==> src/rtl/parity_checker_multichannel_pkg.sv <==
// Shared definitions for the multi-channel parity checker.
//   DEFAULT_DATA_WIDTH / DEFAULT_CNT_WIDTH : default flit and error-counter widths
//   MAX_FLIT_WIDTH : widest flit the parity helper accepts
//   parity_ok()    : checks bit 0 of a zero-extended flit against the covered bits
//   clog2()        : ceiling log2, used for sizing counters at elaboration
package parity_checker_multichannel_pkg;

  localparam int DEFAULT_DATA_WIDTH = 32;
  localparam int DEFAULT_CNT_WIDTH  = 4;
  localparam int MAX_FLIT_WIDTH     = 256;

  // The caller zero-extends the flit to MAX_FLIT_WIDTH. Zero padding does not
  // change an XOR reduction, so the actual flit width never has to be known here.
  function automatic logic parity_ok(input logic [MAX_FLIT_WIDTH-1:0] flit,
                                     input logic odd);
    logic expected;
    expected = (^flit[MAX_FLIT_WIDTH-1:1]) ^ odd;
    return (expected == flit[0]);
  endfunction

  function automatic int clog2(input int value);
    int result;
    int v;
    result = 0;
    v      = value - 1;
    while (v > 0) begin
      result = result + 1;
      v      = v >>> 1;
    end
    return result;
  endfunction

endpackage

==> src/rtl/parity_checker_multichannel_monitor.sv <==
// One channel of the parity checker: parity check on consumed head flits,
// leaky-bucket error counter and sticky fault flags.
//   clk, reset       : clock, asynchronous active-low reset
//   flit             : head flit of this channel's FIFO (bit 0 = parity)
//   empty, read_en   : FIFO status / read strobe; a check happens on read of a non-empty FIFO
//   clear            : synchronous clear of counters and sticky flags
//   faulty           : one-cycle pulse per parity error
//   fault_sticky     : set on any error, held until clear/reset
//   link_faulty      : set once err_count reaches THRESHOLD, held until clear/reset
//   err_count        : current leaky-bucket error count
module parity_channel_monitor
  import parity_checker_multichannel_pkg::*;
#(
  parameter int DATA_WIDTH    = DEFAULT_DATA_WIDTH,
  parameter int ODD_PARITY    = 0,
  parameter int CNT_WIDTH     = DEFAULT_CNT_WIDTH,
  parameter int THRESHOLD     = 8,
  parameter int LEAK_INTERVAL = 16
) (
  input  logic                  clk,
  input  logic                  reset,
  input  logic [DATA_WIDTH-1:0] flit,
  input  logic                  empty,
  input  logic                  read_en,
  input  logic                  clear,
  output logic                  faulty,
  output logic                  fault_sticky,
  output logic                  link_faulty,
  output logic [CNT_WIDTH-1:0]  err_count
);

  localparam int GOOD_W = clog2(LEAK_INTERVAL + 1);
  localparam logic [CNT_WIDTH-1:0] CNT_MAX = {CNT_WIDTH{1'b1}};

  logic [MAX_FLIT_WIDTH-1:0] flit_ext;
  logic                      check_event;
  logic                      error_event;

  logic                 faulty_reg, faulty_next;
  logic                 sticky_reg, sticky_next;
  logic                 link_reg,   link_next;
  logic [CNT_WIDTH-1:0] cnt_reg,    cnt_next;
  logic [GOOD_W-1:0]    good_reg,   good_next;

  logic [CNT_WIDTH-1:0] cnt_base;
  logic [GOOD_W-1:0]    good_base;
  logic [GOOD_W-1:0]    good_inc;

  always_comb begin
    flit_ext                   = '0;
    flit_ext[DATA_WIDTH-1:0]   = flit;
  end

  assign check_event = read_en && !empty;
  assign error_event = check_event && !parity_ok(flit_ext, 1'(ODD_PARITY));

  always_comb begin
    // Clear first, then any check event of the same cycle lands on the cleared state.
    cnt_base    = clear ? '0 : cnt_reg;
    good_base   = clear ? '0 : good_reg;
    good_inc    = good_base + GOOD_W'(1);
    sticky_next = clear ? 1'b0 : sticky_reg;
    link_next   = clear ? 1'b0 : link_reg;
    cnt_next    = cnt_base;
    good_next   = good_base;
    faulty_next = error_event;

    if (error_event) begin
      cnt_next    = (cnt_base == CNT_MAX) ? CNT_MAX : cnt_base + CNT_WIDTH'(1);
      good_next   = '0;
      sticky_next = 1'b1;
      if (cnt_next >= CNT_WIDTH'(THRESHOLD)) begin
        link_next = 1'b1;
      end
    end else if (check_event) begin
      if (good_inc == GOOD_W'(LEAK_INTERVAL)) begin
        good_next = '0;
        cnt_next  = (cnt_base == '0) ? '0 : cnt_base - CNT_WIDTH'(1);
      end else begin
        good_next = good_inc;
      end
    end
  end

  always_ff @(posedge clk or negedge reset) begin
    if (!reset) begin
      faulty_reg <= 1'b0;
      sticky_reg <= 1'b0;
      link_reg   <= 1'b0;
      cnt_reg    <= '0;
      good_reg   <= '0;
    end else begin
      faulty_reg <= faulty_next;
      sticky_reg <= sticky_next;
      link_reg   <= link_next;
      cnt_reg    <= cnt_next;
      good_reg   <= good_next;
    end
  end

  assign faulty       = faulty_reg;
  assign fault_sticky = sticky_reg;
  assign link_faulty  = link_reg;
  assign err_count    = cnt_reg;

endmodule

==> src/rtl/parity_checker_multichannel.sv <==
// Multi-channel registered parity checker with per-channel fault accounting.
//   clk, reset   : clock, asynchronous active-low reset
//   RX           : head flits, channel i at [i*DATA_WIDTH +: DATA_WIDTH]
//   empty        : per-channel FIFO empty
//   read_en      : per-channel FIFO read strobe
//   clear        : per-channel synchronous clear of fault state
//   faulty       : per-channel one-cycle error pulse
//   fault_sticky : per-channel sticky error flag
//   link_faulty  : per-channel threshold-reached flag
//   err_count    : per-channel error count, channel i at [i*CNT_WIDTH +: CNT_WIDTH]
module parity_checker_multichannel
  import parity_checker_multichannel_pkg::*;
#(
  parameter int DATA_WIDTH    = DEFAULT_DATA_WIDTH,
  parameter int NUM_CH        = 5,
  parameter int ODD_PARITY    = 0,
  parameter int CNT_WIDTH     = DEFAULT_CNT_WIDTH,
  parameter int THRESHOLD     = 8,
  parameter int LEAK_INTERVAL = 16
) (
  input  logic                        clk,
  input  logic                        reset,
  input  logic [NUM_CH*DATA_WIDTH-1:0] RX,
  input  logic [NUM_CH-1:0]           empty,
  input  logic [NUM_CH-1:0]           read_en,
  input  logic [NUM_CH-1:0]           clear,
  output logic [NUM_CH-1:0]           faulty,
  output logic [NUM_CH-1:0]           fault_sticky,
  output logic [NUM_CH-1:0]           link_faulty,
  output logic [NUM_CH*CNT_WIDTH-1:0] err_count
);

  generate
    for (genvar gi = 0; gi < NUM_CH; gi++) begin : g_ch
      parity_channel_monitor #(
        .DATA_WIDTH    (DATA_WIDTH),
        .ODD_PARITY    (ODD_PARITY),
        .CNT_WIDTH     (CNT_WIDTH),
        .THRESHOLD     (THRESHOLD),
        .LEAK_INTERVAL (LEAK_INTERVAL)
      ) u_monitor (
        .clk          (clk),
        .reset        (reset),
        .flit         (RX[gi*DATA_WIDTH +: DATA_WIDTH]),
        .empty        (empty[gi]),
        .read_en      (read_en[gi]),
        .clear        (clear[gi]),
        .faulty       (faulty[gi]),
        .fault_sticky (fault_sticky[gi]),
        .link_faulty  (link_faulty[gi]),
        .err_count    (err_count[gi*CNT_WIDTH +: CNT_WIDTH])
      );
    end
  endgenerate

endmodule

==> config.mk <==
export PLATFORM = sky130hd
export DESIGN_NAME = parity_checker_multichannel
export DESIGN_NICKNAME = d
export VERILOG_FILES = /design/src/rtl/parity_checker_multichannel_pkg.sv /design/src/rtl/parity_checker_multichannel_monitor.sv /design/src/rtl/parity_checker_multichannel.sv
export SDC_FILE = /design/constraint.sdc
export NUM_CORES = 1
export LEC_CHECK = 0
export BUFFER_PORTS_ARGS = -buffer_cell sky130_fd_sc_hd__buf_2
export CORE_ASPECT_RATIO = 0.9
export CORE_MARGIN = 5
export CORE_UTILIZATION = 53
export DETAILED_ROUTE_END_ITERATION = 10
export PLACE_DENSITY = 0.91
export SLEW_MARGIN = 20
export SYNTH_ARGS = -nofsm -noshare
export SYNTH_HDL_FRONTEND = slang
export SYNTH_SLANG_ARGS = --single-unit
export TNS_END_PERCENT = 20
==> constraint.sdc <==
create_clock -name clk -period 3.9 [get_ports clk]
set_clock_uncertainty 0.05 [all_clocks]
set_input_delay 0.39 -clock clk [delete_from_list [all_inputs] [get_ports clk]]
set_output_delay 0.39 -clock clk [all_outputs]
set_load 0.005 [all_outputs]
==> After elaboration in Yosys (flattened, before gate mapping) <==
Cells that the tools add are included.
{ "totals": {"register_bits": 60, "in_bits": 177, "out_inout_bits": 35} }
{ "op_classes": {"addsub": 15, "magnitude_cmp": 5, "eq_ne": 15, "mux": 75, "n_reduce_logical": 35} }
{ "op_table": {"columns": ["cell", "n"], "rows": [
  ["parity 255 bit", 5],
  ["2-to-1 mux 4 bit", 30],
  ["2-to-1 mux 5 bit", 20],
  ["adder 5 x 1 -> 5 bit (second input constant)", 5],
  ["equality test 5 bit (second input constant)", 5],
  ["2-to-1 mux 1 bit", 25],
  ["adder 4 x 1 -> 4 bit (second input constant)", 5],
  ["equality test 4 bit (second input constant)", 5],
  ["greater-or-equal comparator 4 bit (second input constant)", 5],
  ["logical NOT 4 bit", 5],
  ["subtractor 4 x 1 -> 4 bit (second input constant)", 5],
  ["logical AND 1 bit", 10],
  ["logical NOT 1 bit", 10],
  ["nonzero test 2 bit", 5],
  ["equality test 1 bit", 5]
]} }

==> Depth between registers and ports, before layout <==
{ "logic_depth": {"depth_word": 6, "mapped_depth": 11} }

==> Modules after synthesis <==
Synthesis repeated with hierarchy kept, for this count alone.
{ "unflattened": {"cells_unflattened": 590, "area_unflattened_um2": 5180.0} }
{ "modules_own_cells": {"columns": ["module", "instances", "cells_per_inst", "area_per_inst_um2", "seq_area_each_um2"], "rows": [
  ["parity_channel_monitor", 5, 118, 1036.0, 300.3]
]} }

==> Worst setup path after synthesis <==
No wires, ideal clock.
{ "synth_timing": {"kind": "input to register", "start": "input read_en[4]", "end": "register g_ch[4].u_monitor.cnt_reg[2]", "t_arrival_ps": 2194, "path_slack_ps": 1562, "stages": 7, "path_buffers": 1, "path_cell_list": "or2b_2 clkbuf_8 nor4_4 nand3_1 or2_2 or4b_4 a221oi_2"} }
{ "synth_via": {"elab_chain_len": 3, "word_cells_on_any_way": 4, "cone_classes": "mux: 2; reduce/logical: 2"} }
{ "synth_rtl": {"columns": ["element", "line", "rtl"], "rows": [
  ["from (decl)", "parity_checker_multichannel.sv:25", "input logic [NUM_CH-1:0] read_en,"],
  ["logical AND 1 bit (*)", "parity_checker_multichannel_monitor.sv:54", "assign check_event = read_en && !empty;"],
  ["2-to-1 mux 4 bit or logical AND 1 bit (tied branches)", "parity_checker_multichannel_monitor.sv:75, parity_checker_multichannel_monitor.sv:55", null],
  ["2-to-1 mux 4 bit (*)", "parity_checker_multichannel_monitor.sv:68", "if (error_event) begin"],
  ["named net g_ch[4].u_monitor.cnt_next[2]", "parity_checker_multichannel_monitor.sv:42", "logic [CNT_WIDTH-1:0] cnt_reg, cnt_next;"],
  ["to (signal assigned)", "parity_checker_multichannel_monitor.sv:96", "cnt_reg <= cnt_next;"],
  ["to (decl)", "parity_checker_multichannel_monitor.sv:42", null]
]} }
Mark *: on every way through the listed nets, which the timed path passes. The rest lies on a longest branch.
A chain may end at the register's enable or synchronous reset.

==> Worst setup path in the final report <==
{ "layout_timing": {"start": "register g_ch[0].u_monitor.good_reg[0]", "end": "register g_ch[0].u_monitor.cnt_reg[2]"} }
{ "layout_via": {"elab_chain_len": 6} }
{ "layout_rtl": {"columns": ["element", "line", "rtl"], "rows": [
  ["from (decl)", "parity_checker_multichannel_monitor.sv:43", "logic [GOOD_W-1:0] good_reg, good_next;"],
  ["from (signal assigned)", "parity_checker_multichannel_monitor.sv:97", "good_reg <= good_next;"],
  ["2-to-1 mux 5 bit", "parity_checker_multichannel_monitor.sv:60", "good_base = clear ? '0 : good_reg;"],
  ["adder 5 x 1 -> 5 bit", "parity_checker_multichannel_monitor.sv:61", "good_inc = good_base + GOOD_W'(1);"],
  ["equality test 5 bit", "parity_checker_multichannel_monitor.sv:76", "if (good_inc == GOOD_W'(LEAK_INTERVAL)) begin"],
  ["2-to-1 mux 4 bit", "parity_checker_multichannel_monitor.sv:76", null],
  ["2-to-1 mux 4 bit", "parity_checker_multichannel_monitor.sv:75", "end else if (check_event) begin"],
  ["2-to-1 mux 4 bit", "parity_checker_multichannel_monitor.sv:68", null],
  ["named net g_ch[0].u_monitor.cnt_next[2]", "parity_checker_multichannel_monitor.sv:42", null],
  ["to (signal assigned)", "parity_checker_multichannel_monitor.sv:96", null],
  ["to (decl)", "parity_checker_multichannel_monitor.sv:42", null]
]} }
The timed path passes the listed nets, and every way through them passes these cells.

==> key figures <==
Floorplan
  – I/O pin cnt: 212
  – Core Region: 0.00913 mm^2
  – Die height: 102 um
  – # rows: 33
  – Starting Density: 54.3%
  – Die area: 0.0114 mm^2
  – Chip Width: 112 um

Global routing
  – Initial antenna violation count: 0
  – Met1 global-route usage: 24.5%
  – Met3 Resource Use GR: 4.96%
  – Gr usage total: 21.8%
  – First-pass GRT wire length: a little over 20,000 um
  – Vias in the first global route: between 4,000 and 5,000
  – Largest net degree at the start of global routing: 38
  – Top Usage Layer GRT: met2
  – Congestion Overflow GR: 0
  – Grt met2 use: 41.3%

Placement
  – Pre-CTS worst setup slack: 1.27 ns
  – Post-DP HPWL: 10,300 um
  – RD Place Congestion: roughly 0.88
  – Port buffer count: 211
  – Cells after DPL: 868

Synth
  – YS warnings: 0
  – Register area share after synthesis: approximately 30%
  – Ys async rst share: 100%
  – Synth Area per Inst: 8.66 um^2
  – Main synth FF type: dfrtp_1
  – Post-Syn Area: 0.00495 mm^2
  – EDFF count, synth: 0
  – Post-synthesis cell type count: 60
  – Post-Syn Instances: around 570
  – FF+latch count, synth: 60
  – Post-synth net total: roughly 750

Power and ir drop
  – Clock power frac: 18.0%
  – Comb power frac: 49.8%
  – Power per cell area: 428 mW/mm^2
  – Switching Share: roughly two fifths
  – Internal Power: 1560 uW
  – Net switching power figure: ~1100 uW
  – Sequential Power Share: between 30% and 40%
  – Leak pwr: 0.00280 uW
  – Worst vdd ir: 0.000283 V

Layout
  – Largest register FFs: 25
  – Non-Filler Instances: 883
  – Layout area overhead: 23.7%
  – Fin nets: between 900 and 1,000
  – ANT cells: 0
  – Share of layout cells above drive strength 1: roughly a third

Worst setup path
  – R2r startpoint: g_ch[0].u_monitor.good_reg[0]
  – Crit path kind: reg2reg
  – Endpoint class of the critical path: flop
  – Worst Path Arrival: 2.67 ns
  – Worst setup SP type: flop
  – Reg2reg end: g_ch[0].u_monitor.err_count[2]
  – Crit. Startpoint: g_ch[0].u_monitor.good_reg[0]
  – Cells on worst reg2reg path: 9
  – Crit Path Max Fanout: 4
  – Reg2reg setup slack: between 1 and 1.5 ns
  – Data required time of the worst path: 4.13 ns

CTS
  – CTS max path bufs: 2
  – Post_cts resized: 0
  – CTS tree: done
  – CTS sink cnt: 60
  – Cts bufs inserted: 9
  – Clock slew at reported path FFs: 0.07 ns
  – H-tree Lvls: 3
  – Worst-skew pair later-pin latency: 0.33 ns
  – CTS Root Cell: clkbuf_8

Detailed routing
  – Antenna-violating nets left: 0
  – 1st-iter DRT viols: 293
  – Post-DR wirelength/cell: 14.2 um
  – DR pass1 iterations: 5
  – Avg Vias per Cell: 5.31
  – Routed vias: 4,686
  – Final WL: 12,600 um
  – DRC: 0

Timing
  – Rel. slew slack: roughly two fifths
  – Hold slack final: 0.294 ns
  – Final min period: around 2.4 ns
  – Final setup violation count: 0
  – Measured slew at the worst slew-check pin: between 0.8 and 0.9 ns
  – Slew Limit Fails: 0
  – RSZ-0062 raised after global routing: no
  – Final period utilization: 62.7%
  – Fmax: just over 400 MHz
  – Setup ws final: 1.46 ns
  – Setup tns final: 0 ns
  – Hold Fails Final Rpt: 0

Min path
  – Tightest Hold Check Type: in2reg
  – Hold-critical path endpoint: g_ch[0].u_monitor.good_reg[3]
  – Hold Startpoint: clear[0]
  – WHS Path Cells: 2

Run
  – Max-cap violation count: 0

Outcome
  – Run status: completed
==> layout by cell type, fill, tap and decap left out, types with 7 or more instances in the layout <==
| cell type | count |
|---|---|
| a21o_1 | 7 |
| a21oi_1 | 18 |
| a31oi_1 | 7 |
| and3_1 | 7 |
| buf_2 | 211 |
| clkbuf_8 | 10 |
| dfrtp_1 | 60 |
| inv_1 | 16 |
| nand2_1 | 44 |
| nand2b_1 | 11 |
| nand3_1 | 23 |
| nor2_1 | 33 |
| nor2b_1 | 22 |
| nor3_1 | 15 |
| o21ai_0 | 31 |
| xnor2_1 | 141 |
| xor2_1 | 20 |
==> cells by family (layout without fill, tap and decap cells) <==
family,count (synthesis),after routing,synth area share (%)
fa+ha+maj,4,4,1.01
compound gates,100,100,13.1
flops,60,60,30.3
xor+xnor,162,162,28.8
simple gates,182,182,19.0
mux,9,9,2.20
buf+inv,55,244,5.56
==> area by class of cell <==
class                           count  area (um^2)
Inverter                           16         60.1
Multi-Input combinational cell    457         3170
Clock inverter                      3         15.0
Tap cell                          122          153
Timing Repair Buffer              214         1080
Clock buffer                       11          141
Fill cell                         737         3000
Sequential cell                    60         1500
==> what timing repair did <==
item	CTS	global route
setup buffers	0	0
endpoints found under the setup margin	0	0
hold buffers	1	0
hold endpoints to repair	9	0
==> how the worst max path moves through the flow <==
stage	endpoint	depth (start not counted)	slack, ns
final	g_ch[0].u_monitor.err_count[2]	9	1.46
after global routing	g_ch[0].u_monitor.err_count[2]	9	1.28
after CTS	g_ch[1].u_monitor.err_count[2]	8	1.49
after detailed placement	g_ch[1].u_monitor.good_reg[4]	9	1.27
after global placement	g_ch[0].u_monitor.err_count[0]	9	1.37
after floorplan	g_ch[4].u_monitor.err_count[2]	7	1.56
==> cell usage after synthesis, types with 11 or more instances <==
| cell type | number | area, um^2 |
|---|---|---|
| buf_4 | 15 | 113 |
| nor3_1 | 15 | 75.1 |
| nand3_1 | 23 | 115 |
| inv_1 | 16 | 60.1 |
| a21oi_1 | 18 | 90.1 |
| nor2_1 | 33 | 124 |
| nand2_1 | 44 | 165 |
| clkbuf_1 | 21 | 78.8 |
| nor2b_1 | 22 | 138 |
| nand2b_1 | 11 | 68.8 |
| xnor2_1 | 141 | 1230 |
| xor2_1 | 20 | 175 |
| o21ai_0 | 31 | 155 |
| dfrtp_1 | 60 | 1500 |
==> power by group through the flow <==
stage                     clock network [uW]  registers, uW  logic, uW
after CTS                                487            842       1310
after detailed placement                   0            852       1300
after floorplan                            0            787       1030
final                                    470            846       1300
after global routing                     513            862       1430
after global placement                     0            845       1250
==> routing by layer <==
layer | part of all wire, % | wire length (um) | vias to the layer above
met3 | 6.3 | 797 | 32
met4 | 2.0 | 248 | 0
met5 | 0 | 0 | -
li1 | - | - | 2293
met2 | 54 | 6850 | 189
met1 | 37 | 4680 | 2172
==> through the flow <==
stage | util, % | cell area [um^2] | power, uW
after floorplan | - | 4950 | 1820
after global placement | 65.3 | 5960 | 2100
after detailed placement | 65.3 | 5960 | 2160
after CTS | 67.1 | 6130 | 2640
after global routing | 67.1 | 6130 | 2810
final | 67.1 | 6130 | 2620
==> worst max-delay path: stages (launching register included) <==
cell      delay (ns)
dfrtp_1         0.39
nor2b_1         0.26
ha_1            0.26
o211ai_1        0.15
nor2_1          0.20
nand2_1         0.11
nor2_1          0.24
or4b_1          0.47
a21oi_1         0.16
a31o_2          0.11
Power figures use the tool's default switching activity.
